**src/rtl/lsu_pkg.sv**
```systemverilog
// Shared types and constants for the load/store unit.
package lsu_pkg;

  typedef enum logic [1:0] {
    SZ_BYTE = 2'b00,
    SZ_HALF = 2'b01,
    SZ_WORD = 2'b10,
    SZ_ILL  = 2'b11
  } mem_size_t;

  typedef enum logic [1:0] {
    IDLE,
    BUS,
    RESP
  } lsu_state_t;

  localparam logic [3:0] BE_BYTE = 4'b0001;
  localparam logic [3:0] BE_HALF = 4'b0011;
  localparam logic [3:0] BE_WORD = 4'b1111;

endpackage

```
**src/rtl/lsu_extend.sv**
```systemverilog
// Lane select and sign/zero extension of a read word for loads.
module lsu_extend
  import lsu_pkg::*;
(
  input  logic [31:0] mem_rdata,
  input  logic [1:0]  addr,
  input  mem_size_t   size,
  input  logic        is_unsigned,
  output logic [31:0] ext
);

  logic [7:0]  lane_b;
  logic [15:0] lane_h;

  always_comb begin
    lane_b = mem_rdata[{addr, 3'b000} +: 8];
    lane_h = addr[1] ? mem_rdata[31:16] : mem_rdata[15:0];
    case (size)
      SZ_BYTE: ext = {{24{~is_unsigned & lane_b[7]}}, lane_b};
      SZ_HALF: ext = {{16{~is_unsigned & lane_h[15]}}, lane_h};
      default: ext = mem_rdata;
    endcase
  end

endmodule

```
**src/rtl/lsu.sv**
```systemverilog
// Load/store unit: stalling request/ready transaction on the data-memory port
// with byte lanes, load extension, misalignment and bus-timeout reporting.
module lsu
  import lsu_pkg::*;
#(
  parameter int unsigned TIMEOUT_CYCLES = 16
) (
  input  logic        clk,
  input  logic        rst_n,
  input  logic        MemReq,
  input  logic        MemWrite,
  input  logic [1:0]  MemSize,
  input  logic        MemUnsigned,
  input  logic [31:0] ALUout,
  input  logic [31:0] WriteData,
  output logic        Stall,
  output logic        Done,
  output logic [31:0] LoadData,
  output logic        MisalignErr,
  output logic        BusErr,
  output logic        mem_req,
  output logic        mem_we,
  output logic [31:0] mem_addr,
  output logic [3:0]  mem_be,
  output logic [31:0] mem_wdata,
  input  logic        mem_ready,
  input  logic [31:0] mem_rdata
);

  localparam int unsigned CW = $clog2(TIMEOUT_CYCLES + 1);
  localparam logic [CW-1:0] LAST = CW'(TIMEOUT_CYCLES - 1);

  lsu_state_t  state;
  logic [CW-1:0] cnt;
  mem_size_t   size_q;
  logic        uns_q;
  logic [1:0]  off_q;
  logic [31:0] ext;

  mem_size_t   size_in;
  logic        bad;
  logic [3:0]  be;
  logic [31:0] wd;

  always_comb begin
    size_in = mem_size_t'(MemSize);
    be      = BE_WORD;
    wd      = WriteData;
    bad     = 1'b0;
    case (size_in)
      SZ_BYTE: begin
        be = BE_BYTE << ALUout[1:0];
        wd = {4{WriteData[7:0]}};
      end
      SZ_HALF: begin
        be  = BE_HALF << {ALUout[1], 1'b0};
        wd  = {2{WriteData[15:0]}};
        bad = ALUout[0];
      end
      SZ_WORD: bad = (ALUout[1:0] != 2'b00);
      default: bad = 1'b1;
    endcase
  end

  // Accept cycle stalls combinationally; BUS stalls for its whole duration.
  assign Stall = (state == BUS) || ((state == IDLE) && MemReq);

  lsu_extend u_extend (
    .mem_rdata   (mem_rdata),
    .addr        (off_q),
    .size        (size_q),
    .is_unsigned (uns_q),
    .ext         (ext)
  );

  always_ff @(posedge clk) begin
    if (!rst_n) begin
      state       <= IDLE;
      cnt         <= '0;
      size_q      <= SZ_BYTE;
      uns_q       <= 1'b0;
      off_q       <= '0;
      Done        <= 1'b0;
      LoadData    <= '0;
      MisalignErr <= 1'b0;
      BusErr      <= 1'b0;
      mem_req     <= 1'b0;
      mem_we      <= 1'b0;
      mem_addr    <= '0;
      mem_be      <= '0;
      mem_wdata   <= '0;
    end else begin
      Done        <= 1'b0;
      MisalignErr <= 1'b0;
      BusErr      <= 1'b0;
      case (state)
        IDLE: begin
          LoadData <= '0;
          if (MemReq) begin
            if (bad) begin
              state       <= RESP;
              Done        <= 1'b1;
              MisalignErr <= 1'b1;
            end else begin
              state     <= BUS;
              cnt       <= '0;
              mem_req   <= 1'b1;
              mem_we    <= MemWrite;
              mem_addr  <= {ALUout[31:2], 2'b00};
              mem_be    <= be;
              mem_wdata <= wd;
              size_q    <= size_in;
              uns_q     <= MemUnsigned;
              off_q     <= ALUout[1:0];
            end
          end
        end
        BUS: begin
          if (mem_ready) begin
            state    <= RESP;
            mem_req  <= 1'b0;
            Done     <= 1'b1;
            LoadData <= mem_we ? '0 : ext;
          end else if (cnt == LAST) begin
            state   <= RESP;
            mem_req <= 1'b0;
            Done    <= 1'b1;
            BusErr  <= 1'b1;
          end else begin
            cnt <= cnt + 1'b1;
          end
        end
        default: begin
          state    <= IDLE;
          LoadData <= '0;
        end
      endcase
    end
  end

endmodule

```
**config.mk**
```make
export PLATFORM = sky130hd
export DESIGN_NAME = lsu
export DESIGN_NICKNAME = d
export VERILOG_FILES = /design/src/rtl/lsu_pkg.sv /design/src/rtl/lsu_extend.sv /design/src/rtl/lsu.sv
export SDC_FILE = /design/constraint.sdc
export NUM_CORES = 1
export LEC_CHECK = 0
export ABC_AREA = 0
export CAP_MARGIN = 40
export CORE_MARGIN = 3
export CORE_UTILIZATION = 39
export CTS_CLUSTER_DIAMETER = 30
export DETAILED_ROUTE_END_ITERATION = 10
export GPL_ROUTABILITY_DRIVEN = 1
export PLACE_DENSITY = 0.83
export RECOVER_POWER = 100
export SLEW_MARGIN = 20
export SYNTH_ARGS = -nofsm -noshare
export SYNTH_HDL_FRONTEND = slang
export SYNTH_SLANG_ARGS = --single-unit
```
**constraint.sdc**
```tcl
create_clock -name clk -period 1.8 [get_ports clk]
set_input_delay 0.18 -clock clk [delete_from_list [all_inputs] [get_ports clk]]
set_output_delay 0.18 -clock clk [all_outputs]
set_load 0.02 [all_outputs]
```
# After elaboration in Yosys (flattened, before gate mapping)
# Cells that the tools add are included.
# totals
ff_bits,115
latch_bits,0
ramBits,0
rom_bits,0
inputBits,104
out_inout_bits,106
word_cells,74
n_memories,0
# classes
add_sub_neg,1
multipliers,0
div,0
n_lt_le_gt_ge,0
n_eq_ne,10
shift,3
mux,26
bitwise_logic,6
reduce_logical,14
# op_table
cell,n
32-bit one-hot mux with 2 select lines,2
32-bit two-way mux,1
32-bit by 6-bit indexed part select with 8-bit output,1
5-bit two-way mux,4
16-bit two-way mux,1
5-bit one-hot mux with 2 select lines,1
1-bit two-way mux,8
2-bit two-way mux,4
2-bit inequality test (second input constant),4
4-bit one-hot mux with 2 select lines,1
2-bit by 1-bit equality test with 1-bit output (second input constant),3
2-bit logical NOT,3
2-bit AND reduction,3
5-bit by 1-bit adder with 5-bit output (second input constant),1
5-bit by 4-bit equality test with 1-bit output (second input constant),1
5-bit AND reduction,1
1-bit inverter,4
1-bit one-hot mux with 2 select lines,2
2-bit one-hot mux with 2 select lines,1
4-bit AND reduction,1
2-bit nonzero test,2
1-bit by 2-bit left shift with 4-bit output (first input constant),1
2-bit by 2-bit left shift with 4-bit output (first input constant),1
3-bit by 2-bit inequality test with 1-bit output (second input constant),1
other kinds (7),8

# Longest topological paths before layout
# logic_depth
depth_word,5
depth_mapped,7

# Cells and area by module
# From an unflattened synthesis, not the netlist that was laid out.
# hier_totals
cells_unflattened,633
area_unflattened_um2,5193.7
# by_module_without_submodules
mod,instances,cells_each,area_each_um2,seq_area_each_um2
lsu,1,501,4495.6,2302.2
lsu_extend,1,132,698.2,0.0

# Least setup slack after synthesis
# Ideal clock, no wire load.
# synth_path
path_type,register to register
start,reg cnt[0]
end,reg cnt[3]
setup_time_ns,0.114
arrival_time_ns,1.676
required_time_ns,1.686
slack_ns,0.009
path_stages_with_launch,8
path_buffers,0
synth_period_minus_slack_ns,1.791
cell_sequence,dfxtp_1 > ha_1 > and3_1 > ha_1 > nor4b_1 > nand4_1 > xor2_1 > nor2_1
# synth_via
elab_chain_cells,4
word_cells_on_any_way,7
classes_between,add/sub: 1; eq/ne: 2; mux: 3; reduce/logical: 1
# synth_lines
element,line_no,source
"start, declared",lsu.sv:34,logic [CW-1:0] cnt;
"start signal, assigned",lsu.sv:130,cnt <= cnt + 1'b1;
5-bit by 1-bit adder with 5-bit output,lsu.sv:130,
5-bit two-way mux,lsu.sv:124,end else if (cnt == LAST) begin
5-bit two-way mux,lsu.sv:119,if (mem_ready) begin
5-bit one-hot mux with 2 select lines,lsu.sv:96,case (state)
# Several ways; a longest one is shown, not always the timed one. The select of a mux whose other input is x is not followed.
# A chain may end at the register's enable or synchronous reset.

# Final worst setup path
# Same ends and word-level chain as after synthesis.

==> flow_metrics.py <==
metrics = {
    "grt": {
        "grt_pass1_wl_um": 26600,
        "grt_usage": 0.230,
        "overflow": 0,
        "grt_pass1_vias": 5203,
        "antenna_found_initial": 0,
        "grt_max_degree": 63,
    },
    "power": {
        "power.density_mw_per_mm2": 893,
        "p_leak_nw": 3.58,
        "peakVddDrop_uv": 827,
    },
    "setup_path": {
        "critical_path_depth": 8,
        "cp.buffers_inverters": 1,
        "path_cells": "ha_2 > and3_4 > ha_4 > nor4b_4 > buf_4 > nand4_1 > xor2_1 > nor2_1",
        "required_ns": 2.09,
        "cp_top_family": "simple AND/OR/NAND/NOR gates",
        "cp_max_fo": 4,
        "arrival_ns": 2.03,
        "rr_startpoint": "cnt[0]",
        "crit_type": "flop to flop",
        "worst_setup_path_start_kind": "flop",
        "worst_path_max_delay_cell": "dfxtp_2",
        "r2r-end": "cnt[3]",
        "endpoint_kind": "flop",
        "worst_path_largest_cell_delay_ns": 0.33,
        "reg2reg_depth": 8,
        "r2r_slack_ns": 0.06,
    },
    "logic_synthesis": {
        "synthAdderAreaFrac": 0.00490,
        "synth_xor_area_frac": 0.00343,
        "synth.area.mux_share": 0.0750,
        "async_flop_share": 0,
        "synthCells": 569,
        "synth_warnings": 0,
        "ys_seq_area_frac": 0.451,
        "synth.ff_latch_count": 115,
        "synth_ff_type": "dfxtp_1",
        "synth_compound_area_frac": 0.244,
        "synth_top_family_by_area": "compound AO/OA/AOI/OAI gates",
        "synth_edf_count": 0,
        "avgSynthCellArea_um2": 8.97,
        "yosys.area_share.simple": 0.169,
        "syn-cell-area_mm2": 0.00510,
        "yosysUniqueCellTypes": 47,
    },
    "placed_design": {
        "dp_hpwl_um": 12400,
        "place_area_mm2": 0.00753,
        "io_buffers": 207,
        "gp_congestion": 0.880,
        "dp.cells": 941,
    },
    "cells_and_area": {
        "multi_input_area_mm2": 0.00258,
        "fin_cells": 973,
        "layout-drive-gt1-share": 0.117,
        "register_area_mm2": 0.00231,
        "final_nets": 895,
        "diodes": 0,
        "synthToLayoutAreaGrowth_pct": 59.7,
        "fillerInstances": 1060,
        "design_area_mm2": 0.00815,
    },
    "sta": {
        "skew_ns": 0.00896,
        "holdWs_ns": 0.0536,
        "drv_slew": 0,
        "fmax_ghz": 0.575,
        "tightest_slew_ns": 0.520,
        "setup_viol": 0,
        "period_share": 0.967,
        "hold_viol": 0,
        "slew_headroom": 0.652,
        "layout_min_cycle_time_ns": 1.74,
    },
    "worst_hold_path": {
        "whs_path_depth": 2,
        "hold_start": "rst_n",
        "min_to": "cnt[0]",
        "min_path_type": "input pin to flop",
    },
    "drt": {
        "drt_iter0_markers": 464,
        "drc": 0,
        "drt-total-wl_um": 17100,
        "vias": 5177,
        "routedWlPerCell_um": 17.6,
        "drtAntennaViolNets": 0,
        "dr.pass1.iters": 5,
        "vias_per_cell": 5.32,
    },
    "floorplanning": {
        "dieArea_mm2": 0.0145,
        "ios": 210,
        "start_util": 0.401,
        "die_y_um": 120,
        "rows": 41,
        "die_w_um": 120,
        "coreArea_mm2": 0.0127,
    },
    "clocking": {
        "cts_tree": "yes",
        "clk_pin_slew_ns": 0.05,
        "clk_path_buf_depth": 2,
        "cts.htree.levels": 4,
        "clock_sinks": 115,
        "post-cts-setup-buffer-count": 0,
        "cts_inserted_buffers": 17,
        "cts-root-buf": "clkbuf_16",
        "insertion_delay_ns": 0.41,
    },
    "outcome": {
        "status": "complete, no violations",
    },
    "flow_run": {
        "maxCapViolCount": 0,
    },
}
[worst max path at each step]
stage                     startpoint      endpoint  slack, ns
after floorplan               cnt[0]        cnt[3]      0.009
after global placement        MemReq        cnt[4]      -0.20
after detailed placement      MemReq  mem_wdata[9]      -0.22
after CTS                     cnt[0]        cnt[3]       0.04
after global routing          cnt[0]        cnt[3]      -0.02
final                         cnt[0]        cnt[3]       0.06
[flip-flops by register name, indices dropped and copies added (netlist names)]
| register | count |
|---|---|
| Done | 1 |
| mem_req | 1 |
| mem_addr | 30 |
| mem_we | 1 |
| state | 2 |
| size_q | 2 |
| MisalignErr | 1 |
| cnt | 5 |
| BusErr | 1 |
| mem_be | 4 |
| off_q | 2 |
| mem_wdata | 32 |
| LoadData | 32 |
| uns_q | 1 |
[report_power, final]
part / switching, mW / internal [mW]
Clock: 1.15 / 2.23
Sequential: 0.0744 / 2.66
Combinational: 0.572 / 0.581
Total: 1.80 / 5.48
[placed cells by master (no fill, tap or decap), drive strengths merged, types with 12 or more instances in the layout]
cell           instances
a221o                 18
buf                   35
dlygate4sd3          104
o21ai                 28
mux2i                 21
nor2                  21
o211a                 17
dfxtp                115
nand2                116
mux2                  15
a21boi                46
inv                   12
nor3                  12
clkdlybuf4s50        101
a21oi                 22
clkbuf                26
a22o                  14
[Yosys cell counts, types with 2 or more instances]
cell type,count,area share
dfxtp_1,115,0.45
nand2_1,115,0.085
a21boi_0,46,0.068
o21ai_0,26,0.026
clkbuf_1,25,0.018
a21oi_1,22,0.022
mux2i_1,21,0.041
nor2_1,21,0.015
a221o_1,18,0.035
o211a_1,17,0.033
a22o_1,14,0.024
buf_2,14,0.014
mux2_2,14,0.031
inv_1,11,0.0081
nor3_1,10,0.0098
and2_1,9,0.011
nand3_1,9,0.0088
a311oi_1,7,0.012
nor2b_1,7,0.0086
nand2b_1,6,0.0074
nor3b_1,4,0.0059
and3_1,3,0.0037
buf_4,3,0.0044
o21a_1,3,0.0044
a22oi_1,2,0.0029
buf_1,2,0.0015
buf_6,2,0.0044
ha_1,2,0.0049
nor3_2,2,0.0039
xor2_1,2,0.0034
[cell type report]
class,instances,area share
sequential,115,0.283
multi-input combinational,397,0.317
tap,172,0.0264
clock inverter,10,0.0161
timing repair buffer,246,0.295
clock buffer,21,0.0565
inverter,12,0.00553
[per-layer routing]
layer  track usage  vias to the layer above  wire length [um]
met3        0.0996                       32              1850
li1              -                     2441                 -
met4        0.0758                        0               326
met2         0.392                      273              8260
met5             0                        -                 0
met1         0.258                     2431              6690
[what timing repair did]
item,CTS,global route
pin swaps,0,3
endpoints found under the hold margin,0,0
setup endpoints to repair,2,77
gates cloned,0,1
hold buffers,0,0
gates resized for setup,2,9
[cells by family (layout without fill, tap and decap cells)]
logic type	Yosys count	count (layout)
other	1	2
AND/OR/NAND/NOR	192	192
buffers and inverters	58	289
XOR/XNOR	2	2
flip-flops	115	115
multiplexers	36	36
adder cells (fa/ha/maj)	2	2
AO/OA/AOI/OAI	163	163
[stage by stage]
step	util	power (mW)	setup WS (ns)	TNS [ns]
floorplan	-	3.32	0.00934	0
global route	0.640	7.52	-0.0173	-0.0173
detailed placement	0.592	3.98	-0.216	-11.42
global placement	0.592	3.95	-0.196	-8.48
CTS	0.639	7.35	0.0434	0
finish	0.640	7.27	0.0598	0
No activity file was read; power rests on OpenSTA's default activity.
